===== config.mk =====
export PLATFORM = sky130hd
export DESIGN_NAME = branch_resolve_unit
export DESIGN_NICKNAME = d
export VERILOG_FILES = /design/src/rtl/branch_resolve_unit.sv
export SDC_FILE = /design/constraint.sdc
export NUM_CORES = 1
export LEC_CHECK = 0
export CAP_MARGIN = 20
export CORE_UTILIZATION = 67
export CTS_BUF_LIST = sky130_fd_sc_hd__clkbuf_4 sky130_fd_sc_hd__clkbuf_8
export DETAILED_ROUTE_END_ITERATION = 8
export DONT_BUFFER_PORTS = 1
export PLACE_DENSITY_LB_ADDON = 0.25
export SLEW_MARGIN = 10
export SYNTH_ARGS = -nofsm -noshare
export SYNTH_HDL_FRONTEND = slang
export SYNTH_SLANG_ARGS = --single-unit

===== constraint.sdc =====
create_clock -name clk -period 6.5 [get_ports clk]
set_input_delay 0.325 -clock clk [delete_from_list [all_inputs] [get_ports clk]]
set_output_delay 0.325 -clock clk [all_outputs]
set_load 0.03 [all_outputs]

===== src/rtl/branch_resolve_unit.sv =====
// Two-stage execute-stage branch resolver: evaluates the branch condition, target and link,
// flags mispredicts, raises a one-cycle fetch redirect and keeps taken/mispredict statistics.
module branch_resolve_unit #(
  parameter int unsigned XLEN    = 32,
  parameter int unsigned BXXOP_W = 3,
  parameter int unsigned CNT_W   = 32
) (
  input  logic               clk,
  input  logic               rst,
  input  logic               flush,
  input  logic               in_valid,
  output logic               in_ready,
  input  logic               in_is_branch,
  input  logic               in_is_jal,
  input  logic               in_is_jalr,
  input  logic [BXXOP_W-1:0] bxx_opcode,
  input  logic [XLEN-1:0]    src1,
  input  logic [XLEN-1:0]    src2,
  input  logic [XLEN-1:0]    pc,
  input  logic [XLEN-1:0]    imm,
  input  logic               pred_taken,
  input  logic [XLEN-1:0]    pred_target,
  output logic               out_valid,
  input  logic               out_ready,
  output logic               out_taken,
  output logic               out_mispredict,
  output logic [XLEN-1:0]    out_target,
  output logic [XLEN-1:0]    out_link,
  output logic               redirect_valid,
  output logic [XLEN-1:0]    redirect_pc,
  output logic [CNT_W-1:0]   taken_cnt,
  output logic [CNT_W-1:0]   mispred_cnt
);

  localparam int unsigned DIFF_W   = XLEN + 1;
  localparam logic [XLEN-1:0] LINK_OFS = XLEN'(4);
  localparam logic [XLEN-1:0] LSB_MASK = ~XLEN'(1);

  // Operands and prediction captured at acceptance
  typedef struct packed {
    logic               is_branch;
    logic               is_jal;
    logic               is_jalr;
    logic [BXXOP_W-1:0] op;
    logic [XLEN-1:0]    src1;
    logic [XLEN-1:0]    src2;
    logic [XLEN-1:0]    pc;
    logic [XLEN-1:0]    imm;
    logic               pred_taken;
    logic [XLEN-1:0]    pred_target;
  } s1_t;

  // Resolved results presented downstream
  typedef struct packed {
    logic            taken;
    logic            mispredict;
    logic [XLEN-1:0] target;
    logic [XLEN-1:0] link;
    logic [XLEN-1:0] redirect_pc;
  } s2_t;

  s1_t              s1_q, s1_d;
  logic             s1_valid_q, s1_valid_d;
  s2_t              s2_q, s2_d;
  logic             s2_valid_q, s2_valid_d;
  logic             redirect_q, redirect_d;
  logic [CNT_W-1:0] taken_cnt_q, taken_cnt_d;
  logic [CNT_W-1:0] mispred_cnt_q, mispred_cnt_d;

  logic              retire_c, s1_adv_c, accept_c, s2_load_c;
  logic [DIFF_W-1:0] diff_c;
  logic              eq_c, lt_c, ltu_c, cmp_c, cond_c;
  logic              taken_c, mispredict_c;
  logic [XLEN-1:0]   jalr_sum_c, target_c, link_c, redir_pc_c;

  // Handshake: S1 moves on whenever S2 is empty or retiring
  assign retire_c  = s2_valid_q & out_ready;
  assign s1_adv_c  = ~s2_valid_q | retire_c;
  assign in_ready  = ~rst & ~redirect_q & (~s1_valid_q | s1_adv_c);
  assign accept_c  = in_valid & in_ready;
  assign s2_load_c = s1_valid_q & ~redirect_q & s1_adv_c;

  // Single subtractor feeds eq, signed-lt and unsigned-lt
  always_comb begin : compare
    diff_c = {1'b0, s1_q.src1} - {1'b0, s1_q.src2};
    eq_c   = (diff_c[XLEN-1:0] == '0);
    ltu_c  = diff_c[XLEN];
    lt_c   = (s1_q.src1[XLEN-1] & ~s1_q.src2[XLEN-1])
           | (~(s1_q.src1[XLEN-1] ^ s1_q.src2[XLEN-1]) & diff_c[XLEN-1]);
    case (s1_q.op[2:1])
      2'b00:   cmp_c = eq_c;
      2'b10:   cmp_c = lt_c;
      2'b11:   cmp_c = ltu_c;
      default: cmp_c = 1'b0;
    endcase
    cond_c = cmp_c ^ s1_q.op[0];
  end

  always_comb begin : resolve
    jalr_sum_c   = s1_q.src1 + s1_q.imm;
    target_c     = s1_q.is_jalr ? (jalr_sum_c & LSB_MASK) : (s1_q.pc + s1_q.imm);
    link_c       = s1_q.pc + LINK_OFS;
    taken_c      = s1_q.is_jal | s1_q.is_jalr | (s1_q.is_branch & cond_c);
    mispredict_c = (taken_c != s1_q.pred_taken)
                 | (taken_c & (target_c != s1_q.pred_target));
    redir_pc_c   = taken_c ? target_c : link_c;
  end

  // flush overrides capture, advance, redirect and statistics
  always_comb begin : next_state
    s1_valid_d    = s1_valid_q;
    s1_d          = s1_q;
    s2_valid_d    = s2_valid_q;
    s2_d          = s2_q;
    redirect_d    = 1'b0;
    taken_cnt_d   = taken_cnt_q;
    mispred_cnt_d = mispred_cnt_q;

    if (flush) begin
      s1_valid_d = 1'b0;
    end else if (accept_c) begin
      s1_valid_d       = 1'b1;
      s1_d.is_branch   = in_is_branch;
      s1_d.is_jal      = in_is_jal;
      s1_d.is_jalr     = in_is_jalr;
      s1_d.op          = bxx_opcode;
      s1_d.src1        = src1;
      s1_d.src2        = src2;
      s1_d.pc          = pc;
      s1_d.imm         = imm;
      s1_d.pred_taken  = pred_taken;
      s1_d.pred_target = pred_target;
    end else if (redirect_q | s1_adv_c) begin
      s1_valid_d = 1'b0;
    end

    if (flush) begin
      s2_valid_d = 1'b0;
    end else if (s2_load_c) begin
      s2_valid_d       = 1'b1;
      s2_d.taken       = taken_c;
      s2_d.mispredict  = mispredict_c;
      s2_d.target      = target_c;
      s2_d.link        = link_c;
      s2_d.redirect_pc = redir_pc_c;
      redirect_d       = mispredict_c;
    end else if (retire_c) begin
      s2_valid_d = 1'b0;
    end

    if (retire_c & ~flush) begin
      taken_cnt_d   = taken_cnt_q + CNT_W'(s2_q.taken);
      mispred_cnt_d = mispred_cnt_q + CNT_W'(s2_q.mispredict);
    end
  end

  always_ff @(posedge clk) begin
    if (rst) begin
      s1_q          <= '0;
      s1_valid_q    <= 1'b0;
      s2_q          <= '0;
      s2_valid_q    <= 1'b0;
      redirect_q    <= 1'b0;
      taken_cnt_q   <= '0;
      mispred_cnt_q <= '0;
    end else begin
      s1_q          <= s1_d;
      s1_valid_q    <= s1_valid_d;
      s2_q          <= s2_d;
      s2_valid_q    <= s2_valid_d;
      redirect_q    <= redirect_d;
      taken_cnt_q   <= taken_cnt_d;
      mispred_cnt_q <= mispred_cnt_d;
    end
  end

  assign out_valid      = s2_valid_q;
  assign out_taken      = s2_q.taken;
  assign out_mispredict = s2_q.mispredict;
  assign out_target     = s2_q.target;
  assign out_link       = s2_q.link;
  assign redirect_valid = redirect_q;
  assign redirect_pc    = s2_q.redirect_pc;
  assign taken_cnt      = taken_cnt_q;
  assign mispred_cnt    = mispred_cnt_q;

endmodule


* Word level (Yosys, flattened, before mapping)
Index checks and enable logic that the tools add are counted.
** Storage, ports and cells
- Bits in registers :: 332
- Output and inout port bits :: 165
- Logic and storage cells :: 73
** Cells by class
- $add $sub $neg :: 6
- Equal/unequal tests :: 4
- Mux-type cells :: 7
- Bitwise operators :: 28
- Reduce and logical (&&, ||, !) cells :: 8
** Operator list (number)
- 32-bit by 1-bit adder with 32-bit output :: 2
- 32-bit adder :: 2
- 32-bit two-way mux :: 2
- 32-bit by 32-bit subtractor with 33-bit output :: 1
- 32-bit by 3-bit adder with 32-bit output, second input constant :: 1
- 32-bit zero test :: 1
- 32-bit inequality test :: 1
- 1-bit AND :: 11
- 1-bit NOT :: 8
- 1-bit bitwise OR :: 7
- 2-bit equality test, second input constant :: 2
- 1-bit two-way mux :: 4
- 2-bit AND reduction :: 2
- 2-bit nonzero test :: 2
- 1-bit case mux with 3 select lines :: 1
- 3-bit OR reduction :: 1
- 2-bit zero test :: 1
- 2-bit OR reduction :: 1
- 1-bit XOR :: 2
- 1-bit inequality test :: 1

* Logic depth before layout (Yosys ltp)
- Word-level depth :: 10
- Mapped depth :: 26
- Mapped depth without buffers :: 23

* Worst setup path before layout
No wires, ideal clock.
- Path kind :: reg2reg
- Start :: register s1_q[118] in the netlist's numbering
- End :: register s2_q (netlist bit out_mispredict)
- Library setup time :: 0.122 ns
- Arrival :: 5.419 ns
- Required time :: 6.378 ns
- Path slack :: 0.959 ns
- Cell stages (with the launch flop) :: 27
- Buffers on the path :: 3
- Cell sequence :: dfxtp_1 -> inv_1 -> ha_1 -> buf_6 -> a211o_1 -> a311o_1 -> a21o_1 -> or3_4 -> o21bai_4 -> o21bai_1 -> a21oi_1 -> o21bai_1 -> a21oi_1 -> fa_1 -> nand2_1 -> a2111oi_0 -> o211ai_1 -> or4_1 -> nor4_1 -> nand4_1 -> nor4_4 -> a2111oi_2 -> or3_1 -> buf_2 -> buf_6 -> and3_1 -> a311o_1
** Between the ends
- Longest elaborated chain between the ends :: 9
- Elaborated cells between the ends (all ways) :: 11
- Those cells by class :: add/sub (1); eq/ne (1); mux (1); bitwise (7); reduce/logical (1)
** RTL lines
- from (decl) :: line 62 : s1_t s1_q, s1_d;
- from (signal assigned) :: line 159 : s1_q <= '0;
- from (signal assigned) :: line 167 : s1_q <= s1_d;
- 32-bit by 32-bit subtractor with 33-bit output * :: line 85 : diff_c = {1'b0, s1_q.src1} - {1'b0, s1_q.src2};
- branches (longest 2 deep; another with 32-bit zero test)
- 1-bit case mux with 3 select lines * :: line 90 : case (s1_q.op[2:1])
- 1-bit XOR * :: line 96 : cond_c = cmp_c ^ s1_q.op[0];
- 1-bit AND * :: line 103 : taken_c = s1_q.is_jal | s1_q.is_jalr | (s1_q.is_branch & cond_c);
- 1-bit bitwise OR * :: line 103
- 1-bit inequality test / 1-bit AND (equally long branches) :: line 104, 105
- 1-bit bitwise OR * :: line 105 : | (taken_c & (target_c != s1_q.pred_target));
- to (signal assigned) :: line 161 : s2_q <= '0;
- to (signal assigned) :: line 169 : s2_q <= s2_d;
- to (decl) :: line 64 : s2_t s2_q, s2_d;
Mark *: on every way between the ends.
A chain may end at the register's enable or synchronous reset.

* Worst setup path after layout
- Start :: register s1_q[143] in the netlist's numbering
- End :: register s2_q (netlist bit redirect_pc[12])
** Between the ends
- Longest elaborated chain between the ends :: 8
- Elaborated cells between the ends (all ways) :: 9
- Those cells by class :: add/sub (1); mux (2); bitwise (5); reduce/logical (1)
** RTL lines
- 32-bit by 32-bit subtractor with 33-bit output * :: line 85
- branches (longest 2 deep; another with 32-bit zero test)
- 1-bit case mux with 3 select lines * :: line 90
- 1-bit XOR * :: line 96
- 1-bit AND * :: line 103
- 1-bit bitwise OR * :: line 103
- 32-bit two-way mux * :: line 106 : redir_pc_c = taken_c ? target_c : link_c;
Marks and branches as above.

==> metrics.cfg <==
[worst_setup_path]
worstPathRequired_ns=6.98
startpoint_type=flop
path_class=reg -> reg
cp-end-kind=flop
arrival_ns=6.59
path_max_fanout=22

[grt]
grt_pass1_wl_mm=108.6
grt-ovfl-total=0
grt_max_degree=301
top_usage_layer=met2
antenna_found_initial=7
grt_usage=0.4532
use_met1=0.5318
use_met2=0.7363
first_global_vias=19860
met3_usage=0.1052

[yosys]
synth_compound_area_frac=0.2210
yosysUniqueCellTypes=82
synth_flop_cell=dfxtp_1
postSynthCellCount=2591
synth_nets=2865
synth.yosys.seq_area_share=0.3354
synthMuxAreaShare=0.01559
synth_edf_count=0
synth_top_family_by_area=simple AND/OR/NAND/NOR gates
synth_fa_ha_area_frac=0.06591
synth_largest_area_cell=dfxtp_1
synthTopCellsByArea=dfxtp_1 (34%), nand2_1 (8.9%), a21oi_1 (7.2%)
yosysWarnings=0
yosysMostFrequentCell=nand2_1
synth-simple-area-share=0.2403
synth_seq_cells=332
syn_avg_cell_area_um2=7.649
synth_top_area_frac=0.3354
ys_async_sr_fraction=0
synth_xor_area_frac=0.07595
synthTopCellsByCount=nand2_1 (470), dfxtp_1 (332), a21oi_1 (287)
syn_area_um2=19820

[floorplan]
core_area_um2=28940
dieArea_um2=30270
die_y_um=174.0
fp.dieW_um=174.0
rows=62
ios=337
initial_core_util=0.6849

[run_status]
status=complete, no violations

[placed_design]
dpl.hpwl_mm=48.13
place_ws_ns=0.1292
gp_congestion=1.009
port_buffers=0

[clock_tree]
postCtsSetupRepairBufs=0
cts_buffers=51
path_clk_slew_ns=0.06
cts_tree=built
clock_latency_ns=0.62
clockRootBuffer=clkbuf_8
cts_sinks=332
cts_buffer_depth=3
h-tree-depth=2

[routing]
dr.pass1.iters=6
routed_via_density=6.722
wl_per_cell_um=23.08
drtAntennaViolNets=0
routed_wl_mm=71.64
drc=0
drt_first_iter_violations=2350
via_count=20870

[sta]
post-route-period-util=0.9400
hold_viol_final=0
fin_tns_setup_ns=0
finalSetupViolations=0
tightest_slew_ns=1.310
relSlewSlack=0.1265
layout_setup_ws_ns=0.3897
timing.fmax_ghz=0.1637
rsz0062_at_grt=no
finalMaxSlewViolations=0
finClkSkew_ns=0.04667
layout_min_cycle_time_ns=6.110

[pwr]
irDropWorstVdd_mv=0.2107
p_per_area_nw_per_um2=217.4
p_leak_uw=0.008813

[finish]
drive_gt1_frac=0.05308
post-route-util=0.7860
area_growth_pct=14.77
fin_nets=2951

[run]
drv_cap=0

[hold_path]
hp-class=in -> reg

## final cells by class
class                      instances  area (µm²)
clock inverter                    11       172.7
antenna                            7       17.52
inverter                          77       289.0
multi-input combinational       2023       12280
fill                            1938        6191
timing repair buffer             192        1911
tap                              384       480.5
clock buffer                      78       948.4
sequential                       332        6648
## report_power, final
part,leakage (µW),internal (µW),switching [µW],total (µW)
Clock,0.000598,1090,872,1960
Combinational,0.00552,329,479,808
Sequential,0.00269,2080,91.6,2180
Total,0.00881,3500,1440,4950
## cells in the final DEF, fill, tap and decap left out, types with 12 or more instances in the layout
cell | synthesis | final
xnor2_1 | 66 | 66
buf_4 | 0 | 18
o311ai_0 | 12 | 12
and2_1 | 12 | 12
nor2_1 | 227 | 227
dfxtp_1 | 332 | 331
nor3_1 | 55 | 54
and3_1 | 35 | 35
clkbuf_4 | 0 | 20
or3_1 | 23 | 21
o211ai_1 | 14 | 14
o21ai_0 | 60 | 60
xor2_1 | 93 | 93
and4_1 | 16 | 16
ha_1 | 98 | 98
a21oi_1 | 287 | 287
o21a_1 | 19 | 19
clkbuf_8 | 0 | 58
mux2i_1 | 26 | 26
nand2_1 | 470 | 470
nand3_1 | 105 | 105
a21o_1 | 35 | 35
dlygate4sd3_1 | 0 | 169
a31oi_1 | 23 | 23
a211o_1 | 19 | 19
a211oi_1 | 73 | 73
nand4_1 | 27 | 27
inv_1 | 77 | 77
a311o_1 | 15 | 15
nor2b_1 | 19 | 19
## registers in the layout, indices dropped and copies added, names as in the netlist
| signal | cells |
|---|---|
| redirect_pc | 32 |
| out_taken | 1 |
| redirect_valid | 1 |
| mispred_cnt | 32 |
| out_valid | 1 |
| out_mispredict | 1 |
| out_target | 32 |
| s1_valid_q | 1 |
| taken_cnt | 32 |
| s1_q | 167 |
| out_link | 32 |
## stage by stage
stage / cells / power (µW) / instance area, µm² / hold WS (ns)
final: 3104 / 4945 / 22740 / 0.03707
after global routing: 3104 / 5080 / 22740 / 0.07246
after CTS: 3093 / 4877 / 22680 / 0.008461
after detailed placement: 2834 / 2867 / 19840 / 0.4071
after global placement: 2834 / 2862 / 19840 / 0.4041
after floorplan: 2591 / 2705 / 19820 / 0.4359
## worst max-delay path: stages, from the launching register on
cell and delay [ns]:
dfxtp_1 0.37, ha_1 0.43, nand4_1 0.21, a211o_1 0.27
a31oi_1 0.29, o21a_1 0.29, o21bai_4 0.08, o21bai_1 0.12
a21oi_1 0.08, o21bai_1 0.15, a21oi_1 0.10, fa_1 0.48
nand2_1 0.05, a2111oi_0 0.42, o211ai_1 0.15, or4_1 0.43
nor4_1 0.24, nand4_1 0.18, nor4_4 0.44, a2111oi_2 0.18
or3_4 0.51, buf_4 0.22, o311ai_1 0.32
## per-layer routing
metal | share of wire | vias to the layer above
li1 | - | 9372
met1 | 0.36 | 9669
met2 | 0.45 | 1428
met3 | 0.11 | 396
met4 | 0.079 | 0
met5 | 0 | -
## worst paths after layout
path,from,end,slack (ns),cells after the start
setup / recovery,s1_q[143],redirect_pc[12],0.39,22
hold reg to reg,s1_q[108],s1_q[108],0.46,2
setup reg to reg,s1_q[143],redirect_pc[12],0.39,22
hold / removal,out_ready,out_valid,0.04,3
## logic make-up after synthesis
group           count (synthesis)
mux                            30
xor+xnor                      164
compound gates                674
flops                         332
buf+inv                       236
simple gates                 1053
fa+ha+maj                     102
## timing repair
action,4_1_cts,5_1_grt
setup endpoints to repair,0,34
endpoints found under the hold margin,300,0
hold buffers,170,0
resized for setup,0,2
Note: power is estimated with default switching activity, not from simulation.
